## config.mk

```make
export PLATFORM = sky130hd
export DESIGN_NAME = seg7_bin_display
export DESIGN_NICKNAME = d
export VERILOG_FILES = /design/src/rtl/seg7_pkg.sv /design/src/rtl/seg7_digit_enc.sv /design/src/rtl/seg7_bin_display.sv
export SDC_FILE = /design/constraint.sdc
export NUM_CORES = 1
export LEC_CHECK = 0
export BUFFER_PORTS_ARGS = -buffer_cell sky130_fd_sc_hd__buf_2
export CORE_MARGIN = 4
export CORE_UTILIZATION = 55
export CTS_BUF_LIST = sky130_fd_sc_hd__clkbuf_8 sky130_fd_sc_hd__clkbuf_16
export CTS_CLUSTER_DIAMETER = 150
export DETAILED_ROUTE_END_ITERATION = 6
export GPL_ROUTABILITY_DRIVEN = 0
export HOLD_SLACK_MARGIN = 0.15
export PLACE_DENSITY_LB_ADDON = 0.15
export SYNTH_ARGS = -nofsm -noshare
export SYNTH_HDL_FRONTEND = slang
export SYNTH_HIERARCHICAL = 1
export SYNTH_SLANG_ARGS = --single-unit
```

## constraint.sdc

```tcl
create_clock -name clk -period 4.7 [get_ports clk]
set_clock_uncertainty 0.15 [all_clocks]
set_input_delay 0.47 -clock clk [delete_from_list [all_inputs] [get_ports clk]]
set_output_delay 0.47 -clock clk [all_outputs]
set_load 0.005 [all_outputs]
```

## src/rtl/seg7_pkg.sv

```systemverilog
// Shared definitions for the seven-segment display driver: canonical
// active-high segment patterns {a,b,c,d,e,f,g}, FSM state encoding and
// small arithmetic helpers used by the conversion engine.
package seg7_pkg;

    typedef enum logic [0:0] {
        ST_IDLE  = 1'b0,
        ST_SHIFT = 1'b1
    } state_t;

    localparam logic [6:0] SEG_0     = 7'b1111110;
    localparam logic [6:0] SEG_1     = 7'b0110000;
    localparam logic [6:0] SEG_2     = 7'b1101101;
    localparam logic [6:0] SEG_3     = 7'b1111001;
    localparam logic [6:0] SEG_4     = 7'b0110011;
    localparam logic [6:0] SEG_5     = 7'b1011011;
    localparam logic [6:0] SEG_6     = 7'b1011111;
    localparam logic [6:0] SEG_7     = 7'b1110000;
    localparam logic [6:0] SEG_8     = 7'b1111111;
    localparam logic [6:0] SEG_9     = 7'b1111011;
    localparam logic [6:0] SEG_DASH  = 7'b0000001;
    localparam logic [6:0] SEG_BLANK = 7'b0000000;

    // 10^n as a 32-bit constant; used to build the overflow threshold.
    function automatic logic [31:0] pow10(input int unsigned n);
        logic [31:0] acc;
        acc = 32'd1;
        for (int unsigned i = 0; i < n; i++) begin
            acc = acc * 32'd10;
        end
        return acc;
    endfunction

    // Double-dabble correction: a BCD nibble of 5 or more gets +3 before shifting.
    function automatic logic [3:0] dabble_adj(input logic [3:0] nib);
        if (nib >= 4'd5) begin
            return nib + 4'd3;
        end else begin
            return nib;
        end
    endfunction

endpackage

```

## src/rtl/seg7_digit_enc.sv

```systemverilog
// Single-digit encoder: BCD nibble plus blank/dash overrides to a 7-segment
// pattern. Dash wins over blank; nibbles above 9 cannot occur in normal
// operation and are shown as a dash. active_low inverts the pattern so a
// lit segment is driven 0.
module seg7_digit_enc
    import seg7_pkg::*;
(
    input  logic [3:0] nibble,
    input  logic       blank,
    input  logic       dash,
    input  logic       active_low,
    output logic [6:0] seg
);

    logic [6:0] pat_s;

    // Select the active-high pattern, then apply panel polarity.
    always_comb begin
        pat_s = SEG_BLANK;
        if (dash) begin
            pat_s = SEG_DASH;
        end else if (blank) begin
            pat_s = SEG_BLANK;
        end else begin
            case (nibble)
                4'd0:    pat_s = SEG_0;
                4'd1:    pat_s = SEG_1;
                4'd2:    pat_s = SEG_2;
                4'd3:    pat_s = SEG_3;
                4'd4:    pat_s = SEG_4;
                4'd5:    pat_s = SEG_5;
                4'd6:    pat_s = SEG_6;
                4'd7:    pat_s = SEG_7;
                4'd8:    pat_s = SEG_8;
                4'd9:    pat_s = SEG_9;
                default: pat_s = SEG_DASH;
            endcase
        end
        if (active_low) begin
            seg = ~pat_s;
        end else begin
            seg = pat_s;
        end
    end

endmodule

```

## src/rtl/seg7_bin_display.sv

```systemverilog
// Sign-magnitude binary to multi-digit seven-segment driver. A start pulse
// in IDLE loads the value; an iterative shift-add-3 engine then produces BCD
// over IN_W cycles and the display registers update together with a
// one-cycle done pulse. Define LZ_BLANK_EN to blank leading zero digits
// (digit 0 is always shown; overflow dashes take precedence).
module seg7_bin_display
    import seg7_pkg::*;
#(
    parameter int IN_W       = 8,
    parameter int DIGITS     = 3,
    parameter int ACTIVE_LOW = 1
) (
    input  logic                  clk,
    input  logic                  rst_n,
    input  logic                  start,
    input  logic [IN_W:0]         in,
    output logic                  busy,
    output logic                  done,
    output logic [DIGITS*7-1:0]   seg,
    output logic                  minus,
    output logic                  ovf
);

    localparam int               BCD_W    = DIGITS * 4;
    localparam int               CNT_W    = $clog2(IN_W);
    localparam logic [CNT_W-1:0] LAST_CNT = CNT_W'(IN_W - 1);
    localparam logic [31:0]      LIMIT    = pow10(DIGITS);
    localparam logic             POL_LOW  = (ACTIVE_LOW != 0) ? 1'b1 : 1'b0;
    localparam logic             LIT_ON   = ~POL_LOW;
    localparam logic [6:0]       BLANK_CODE = POL_LOW ? ~SEG_BLANK : SEG_BLANK;

    state_t                   state_r;
    state_t                   state_nx_s;
    logic                     load_s;
    logic                     shift_en_s;
    logic                     finish_s;

    logic [IN_W-1:0]          shift_r;
    logic [BCD_W-1:0]         bcd_r;
    logic [CNT_W-1:0]         cnt_r;
    logic                     sign_r;
    logic                     nz_r;
    logic                     ovf_nx_r;

    logic [BCD_W-1:0]         bcd_adj_s;
    logic [BCD_W+IN_W-1:0]    cat_s;
    logic [BCD_W-1:0]         bcd_sh_s;
    logic [IN_W-1:0]          shift_sh_s;
    logic [DIGITS-1:0]        blank_s;
    logic [DIGITS*7-1:0]      enc_seg_s;

    logic                     busy_r;
    logic                     done_r;
    logic [DIGITS*7-1:0]      seg_r;
    logic                     minus_r;
    logic                     ovf_r;

    // FSM state register.
    always_ff @(posedge clk) begin
        if (!rst_n) begin
            state_r <= ST_IDLE;
        end else begin
            state_r <= state_nx_s;
        end
    end

    // FSM next-state: IDLE waits for start, SHIFT runs IN_W steps.
    always_comb begin
        state_nx_s = state_r;
        case (state_r)
            ST_IDLE: begin
                if (start) begin
                    state_nx_s = ST_SHIFT;
                end else begin
                    state_nx_s = ST_IDLE;
                end
            end
            ST_SHIFT: begin
                if (cnt_r == LAST_CNT) begin
                    state_nx_s = ST_IDLE;
                end else begin
                    state_nx_s = ST_SHIFT;
                end
            end
            default: state_nx_s = ST_IDLE;
        endcase
    end

    // FSM control outputs: load, shift enable and final-step strobe.
    always_comb begin
        load_s     = 1'b0;
        shift_en_s = 1'b0;
        finish_s   = 1'b0;
        case (state_r)
            ST_IDLE: begin
                load_s = start;
            end
            ST_SHIFT: begin
                shift_en_s = 1'b1;
                finish_s   = (cnt_r == LAST_CNT);
            end
            default: begin
                load_s = 1'b0;
            end
        endcase
    end

    // One double-dabble step: correct each nibble, then shift {bcd, bin} left.
    always_comb begin
        bcd_adj_s = bcd_r;
        for (int k = 0; k < DIGITS; k++) begin
            bcd_adj_s[k*4 +: 4] = dabble_adj(bcd_r[k*4 +: 4]);
        end
        cat_s      = {bcd_adj_s, shift_r} << 1;
        bcd_sh_s   = cat_s[BCD_W+IN_W-1:IN_W];
        shift_sh_s = cat_s[IN_W-1:0];
    end

    // Conversion datapath: load on start, step while shifting, else hold.
    always_ff @(posedge clk) begin
        if (!rst_n) begin
            shift_r  <= '0;
            bcd_r    <= '0;
            cnt_r    <= '0;
            sign_r   <= 1'b0;
            nz_r     <= 1'b0;
            ovf_nx_r <= 1'b0;
        end else if (load_s) begin
            shift_r  <= in[IN_W-1:0];
            bcd_r    <= '0;
            cnt_r    <= '0;
            sign_r   <= in[IN_W];
            nz_r     <= |in[IN_W-1:0];
            ovf_nx_r <= (32'(in[IN_W-1:0]) >= LIMIT);
        end else if (shift_en_s) begin
            shift_r  <= shift_sh_s;
            bcd_r    <= bcd_sh_s;
            cnt_r    <= cnt_r + CNT_W'(1);
        end else begin
            shift_r  <= shift_r;
            bcd_r    <= bcd_r;
            cnt_r    <= cnt_r;
        end
    end

    // Leading-zero blanking mask for the BCD result being registered.
    always_comb begin
`ifdef LZ_BLANK_EN
        logic lead;
        blank_s = '0;
        lead    = 1'b1;
        for (int k = DIGITS - 1; k >= 1; k--) begin
            if (lead && (bcd_sh_s[k*4 +: 4] == 4'd0)) begin
                blank_s[k] = 1'b1;
            end else begin
                lead = 1'b0;
            end
        end
`else
        blank_s = '0;
`endif
    end

    for (genvar k = 0; k < DIGITS; k++) begin : g_dig
        seg7_digit_enc u_enc (
            .nibble     (bcd_sh_s[k*4 +: 4]),
            .blank      (blank_s[k]),
            .dash       (ovf_nx_r),
            .active_low (POL_LOW),
            .seg        (enc_seg_s[k*7 +: 7])
        );
    end

    // Output registers: status every cycle, display only on the final step.
    always_ff @(posedge clk) begin
        if (!rst_n) begin
            busy_r  <= 1'b0;
            done_r  <= 1'b0;
            seg_r   <= {DIGITS{BLANK_CODE}};
            minus_r <= ~LIT_ON;
            ovf_r   <= 1'b0;
        end else begin
            busy_r <= (state_nx_s == ST_SHIFT);
            done_r <= finish_s;
            if (finish_s) begin
                seg_r   <= enc_seg_s;
                ovf_r   <= ovf_nx_r;
                minus_r <= (sign_r && nz_r) ? LIT_ON : ~LIT_ON;
            end else begin
                seg_r   <= seg_r;
                ovf_r   <= ovf_r;
                minus_r <= minus_r;
            end
        end
    end

    assign busy  = busy_r;
    assign done  = done_r;
    assign seg   = seg_r;
    assign minus = minus_r;
    assign ovf   = ovf_r;

endmodule

```

-- Yosys cells after proc, flatten, opt, wreduce, memory -nomap -nowiden
Memories as Yosys holds them, arrays and structs flattened.
Index checks and enable logic that the tools add are counted.
- memories kept: 3
- logic and storage cells: 41
- input port bits: 12
- flip-flop bits (word level): 49
- output and inout port bits: 25
- bits in read-only memories: 336
- memory list (memory ; depth ; bits a word ; read ports ; clocked after memory_dff ; write ports ; RTL line ; RTL):
    (no name shown) ; 16 ; 7 ; 1 ; 0 ; 0 ; seg7_digit_enc.sv:25 ; case (nibble)
    (no name shown) ; 16 ; 7 ; 1 ; 0 ; 0 ; seg7_digit_enc.sv:25 ;
    (no name shown) ; 16 ; 7 ; 1 ; 0 ; 0 ; seg7_digit_enc.sv:25 ;
- muxes and demuxes: 12
- reduce and logical (&&, ||, !) cells: 4
- equality and inequality tests: 1
- magnitude comparators: 3
- add/sub/neg operators: 4
- bitwise operators: 5
- operator list (kind ; number):
    $not A7 Y7 ; 3
    $mux W8 ; 2
    $ge A4 B3 Y1 const B ; 3
    $add A4 B2 Y4 const B ; 2
    $mux W4 ; 2
    $reduce_or A8 Y1 ; 1
    $mux W1 ; 6
    $add A3 B1 Y3 const B ; 1
    $add A3 B2 Y3 const B ; 1
    $eq A3 B3 Y1 const B ; 1
    $mux W3 ; 1
    $not A1 Y1 ; 2
    $pmux W1 S2 ; 1
    $reduce_bool A2 Y1 ; 1
    $reduce_or A2 Y1 ; 1
    $logic_and A1 B1 Y1 ; 1

-- Logic depth before layout (Yosys ltp)
An unclocked memory read counts as a cell.
- depth after elaboration: 4
- gate-level depth with buffers: 13
- gate-level depth less buffers: 13

-- Cells and area by module
Netlist, hierarchy kept.
- by module, submodules not included (module ; area an instance (um^2) ; instances ; cells each ; sequential area each (um^2)):
    seg7_bin_display ; 2123.3 ; 1 ; 222 ; 980.9
    seg7_digit_enc ; 276.5 ; 3 ; 40 ; 0.0

-- Worst setup path after synthesis
Ideal clock, no wire load.
- path type: register to register
- from: reg bcd_r[8]
- to: reg seg_r[19], in the netlist seg[19]
- library setup time: 117 ps
- clock period less this slack: 2319 ps
- setup slack: 2381 ps
- data required time: 4433 ps
- path buffers: 0
- cell stages (with the launch flop): 12
- data arrival time: 2052 ps
- cells stage by stage: dfxtp_1 -> inv_1 -> ha_1 -> nand2b_1 -> a21oi_2 -> xnor2_1 -> inv_1 -> ha_1 -> nor2_1 -> o21ai_1 -> xnor2_1 -> o22a_1
- longest elaborated chain between the ends: 4
- elaborated cells on any way between the ends: 5
- classes of those cells: 1 x add/sub; 1 x order compare; 1 x mux; 1 x bitwise; 1 x memory
- RTL lines (what ; RTL line ; RTL):
    from (decl) ; seg7_bin_display.sv:39 ; logic [BCD_W-1:0] bcd_r;
    from (signal assigned) ; seg7_bin_display.sv:137 ; bcd_r <= bcd_sh_s;
    from (signal assigned) ; seg7_bin_display.sv:141 ; bcd_r <= bcd_r;
    $ge A4 B3 Y1 or $add A3 B2 Y3 (tied branches) ; seg7_pkg.sv:36, seg7_pkg.sv:37 ;
    $mux W3 * ; seg7_pkg.sv:36 ; if (nib >= 4'd5) begin
    net bcd_adj_s[8] ; seg7_bin_display.sv:45 ; logic [BCD_W-1:0] bcd_adj_s;
    $mem_v2 Z16 W7 * ; n/a ;
    $not A7 Y7 * ; seg7_digit_enc.sv:40 ; seg = ~pat_s;
    net enc_seg_s[19] ; seg7_bin_display.sv:50 ; logic [DIGITS*7-1:0] enc_seg_s;
    to (signal assigned) ; seg7_bin_display.sv:179 ; seg_r <= {DIGITS{BLANK_CODE}};
    to (signal assigned) ; seg7_bin_display.sv:186 ; seg_r <= enc_seg_s;
    to (signal assigned) ; seg7_bin_display.sv:190 ; seg_r <= seg_r;
    to (decl) ; seg7_bin_display.sv:54 ; logic [DIGITS*7-1:0] seg_r;
The timed path passes the listed nets; every way through them passes the cells marked *.
A chain may end at the register's enable or synchronous reset.

-- Worst setup path in the final report
- from: reg bcd_r[4]
- to: reg seg_r[8], in the netlist seg[8]
- longest elaborated chain between the ends: 4
- elaborated cells on any way between the ends: 5
- classes of those cells: 1 x add/sub; 1 x order compare; 1 x mux; 1 x bitwise; 1 x memory
- RTL lines (what ; RTL line):
    $add A4 B2 Y4 or $ge A4 B3 Y1 (tied branches) ; seg7_pkg.sv:37, seg7_pkg.sv:36
    $mux W4 * ; seg7_pkg.sv:36
    net bcd_adj_s[4] ; seg7_bin_display.sv:45
    $mem_v2 Z16 W7 * ; n/a
    $not A7 Y7 * ; seg7_digit_enc.sv:40
    net enc_seg_s[8] ; seg7_bin_display.sv:50
Marked as above.

==> impl_results.md <==
- Status: completed
- Reg2reg start: bcd_r[4]
- Initial antenna violation count: 0
- CP max FO: 8
- First-pass iteration count of the detailed router: 4
- HP Class: in -> reg
- Vias: about 2300
- Hold WS: 0.308 ns
- Cts repair resizes: 0
- Pwr dens: 258 nW/um2
- Netlist cell types: 36
- Final WL: between 5000 and 6000 um
- CP Capture Type: flip-flop
- Global-route wire length before repair: 9310 um
- FF-to-FF setup slack: 2.03 ns
- Clk_lat worst skew: 0.30 ns
- Max Transition Viols Final: 0
- Port bufs: 35
- Worst setup endpoint: seg[8]
- Clk slew on worst S/H paths: 0.09 ns
- Achievable clock frequency: 374 MHz
- Worst Tran Pin Value: 0.890 ns
- Max Root-Sink Buffers: 2
- Core area: 5140 um2
- Post-Syn Instances: 342
- Number of global-route vias before repair: 2154
- Initial DRC Count: ~100
- CTS root buf: clkbuf_8
- Setup TNS Final: 0 ns
- Area growth from synthesis to layout: 11.4%
- Worst-case reg-to-reg path depth: 12
- TritonCTS clock tree: yes
- Grt met3 use: 0.0344
- CTS Hold Buffers Added: 0
- Synthesized area: 2950 um2
- Initial Util: 0.574
- Total CTS buffers: 5
- Postcts setup bufs: 0
- Nets: about 420
- Critical path type: reg -> reg
- Die Width: 81.3 um
- H-tree levels: 2
- DIE HEIGHT: 81.3 um
- Endpoints failing hold: 0
- Num Clock Sinks: 49
- # IOs: 37
- Met1 usage: 0.211
- Final Cycle Share: 0.569
- Leakage power: 1.35 nW
- CP arrival: 2.77 ns
- RSZ-0062 raised after global routing: false
- Sequential area share after synthesis: 0.332
- Largest net degree at the start of global routing: 27
- GRT Total Usage: 0.176
- Final Setup Violations: 0
- DR DRC count: 0
- Rel. slew slack: 0.405
- Vias per cell: 5.11
- CP startpoint: bcd_r[4]
- VDD IR max: ~0.15 mV
- Layout cells sized above 1: 0.144
- Mean area per synthesized cell: 8.63 um2
- Setup crit start kind: flip-flop
- Total global routing overflow: 0
- Max Cap Viol: 0
- Routed WL per cell: between 10 and 15 um
- Fin crit period: around 2.7 ns
- Detail Placement HPWL: 4050 um
- N_diodes: 0
- # rows: 26
- Global route hottest layer: met2
- Ys Warns: 6
- Synth Register Bits: 49
- Die ar.: 6600 um2
- Met2 Resource Use GR: 0.312
- Worst r2r dst: seg[8]
- Fill count: between 400 and 500
- Critical Path RT: approximately 4.8 ns
- Detail Route Antenna Nets: 0
- Sequential cell area: approximately 1000 um2
- Multi-input logic area: 1860 um2
[area by class of cell]
type,instances,area share
clock inverter,3,0.00532
clock buffer,5,0.0209
multi-input combinational,273,0.566
inverter,24,0.0274
sequential,49,0.298
tap,70,0.0266
timing repair buffer,36,0.0555
[power breakdown]
part | total (W) | switching, W | internal, W | leakage, nW
Clock | 0.000246 | 0.000143 | 0.000103 | 0.0439
Sequential | 0.000438 | 0.0000129 | 0.000425 | 0.399
Combinational | 0.000164 | 0.0000922 | 0.0000720 | 0.904
Total | 0.000849 | 0.000249 | 0.000600 | 1.35
[critical path, cell delays in order (launching register included)]
cell	delay (ns)
dfxtp_1	0.44
inv_1	0.07
ha_1	0.23
nand2b_1	0.10
a21oi_2	0.09
xnor2_1	0.51
inv_1	0.18
ha_1	0.26
nand2b_1	0.08
a21oi_1	0.06
o21ai_1	0.18
xnor2_1	0.13
o22a_1	0.13
[registers in the layout, summed over array words and instances (netlist names)]
name,cells
bcd_r,12
shift_r,8
nz_r,1
sign_r,1
busy,1
seg,21
done,1
cnt_r,3
minus,1
[cells in the mapped netlist]
master	count	share of area
a32oi_1	6	0.018
buf_2	6	0.010
o21ai_0	14	0.024
conb_1	2	0.0025
mux2i_1	15	0.051
a31o_2	3	0.0089
o21ai_1	9	0.015
nor3_1	8	0.014
buf_6	2	0.0076
nor3b_1	1	0.0025
a311oi_1	2	0.0059
nand2b_4	1	0.0047
nand3_1	1	0.0017
a211oi_1	6	0.015
xor2_1	3	0.0089
and2_1	7	0.015
dfxtp_1	49	0.33
a311oi_2	1	0.0051
a21oi_2	3	0.0089
o22a_1	21	0.062
nor2b_1	8	0.017
xnor2_1	22	0.065
clkbuf_1	5	0.0064
nand2_1	29	0.037
a22o_1	3	0.0089
nor3_2	3	0.010
nor2_1	26	0.033
ha_1	23	0.097
nor4_1	2	0.0042
nor2b_4	1	0.0047
a21oi_1	14	0.024
o21bai_1	3	0.0076
a31oi_1	4	0.0085
nand2b_1	12	0.025
inv_1	24	0.031
buf_4	3	0.0076
[logic make-up after synthesis]
logic type / after synthesis / synth area share
AND/OR/NAND/NOR: 99 / 0.169
AO/OA/AOI/OAI: 89 / 0.212
flip-flops: 49 / 0.332
buffers and inverters: 40 / 0.0623
XOR/XNOR: 25 / 0.0742
adder cells (fa/ha/maj): 23 / 0.0975
multiplexers: 15 / 0.0508
other: 2 / 0.00254
[worst min path at each step]
stage	end	slack, ns	startpoint	depth (start not counted)
after global placement	minus	0.28	nz_r	1
final	sign_r	0.31	in[8]	3
after global routing	sign_r	0.29	in[8]	3
after detailed placement	minus	0.30	nz_r	1
after CTS	sign_r	0.30	in[8]	3
after floorplan	minus	0.26	nz_r	1
[cell usage in the layout, fill, tap and decap left out, types with 2 or more instances in the layout]
| master | instances |
|---|---|
| a211oi_1 | 6 |
| a21oi_1 | 14 |
| a21oi_2 | 3 |
| a22o_1 | 3 |
| a311oi_1 | 2 |
| a31o_2 | 3 |
| a31oi_1 | 4 |
| a32oi_1 | 6 |
| and2_1 | 7 |
| buf_2 | 35 |
| clkbuf_8 | 5 |
| clkinv_2 | 2 |
| conb_1 | 22 |
| dfxtp_1 | 49 |
| ha_1 | 23 |
| inv_1 | 24 |
| mux2i_1 | 15 |
| nand2_1 | 29 |
| nand2b_1 | 12 |
| nor2_1 | 26 |
| nor2b_1 | 8 |
| nor3_1 | 8 |
| nor3_2 | 3 |
| nor4_1 | 2 |
| o21ai_0 | 14 |
| o21ai_1 | 9 |
| o21bai_1 | 3 |
| o22a_1 | 21 |
| xnor2_1 | 22 |
| xor2_1 | 3 |
[stage by stage]
stage                     instances  setup WS (ns)  instance area, um2  power (W)  utilization
final                           460           2.03                3290   0.000849        0.640
after detailed placement        452           2.03                3200   0.000611        0.623
after CTS                       460           2.02                3290   0.000856        0.640
after global routing            460           1.80                3290   0.000903        0.640
after floorplan                 362           2.38                3030   0.000583            -
after global placement          452           2.09                3200   0.000606        0.623
[metal layers]
metal	up-vias	wire [um]
met4	0	63
li1	1248	-
met2	30	2590
met5	-	0
met3	5	183
met1	1066	2600
No activity file was read; power rests on OpenSTA's default activity.
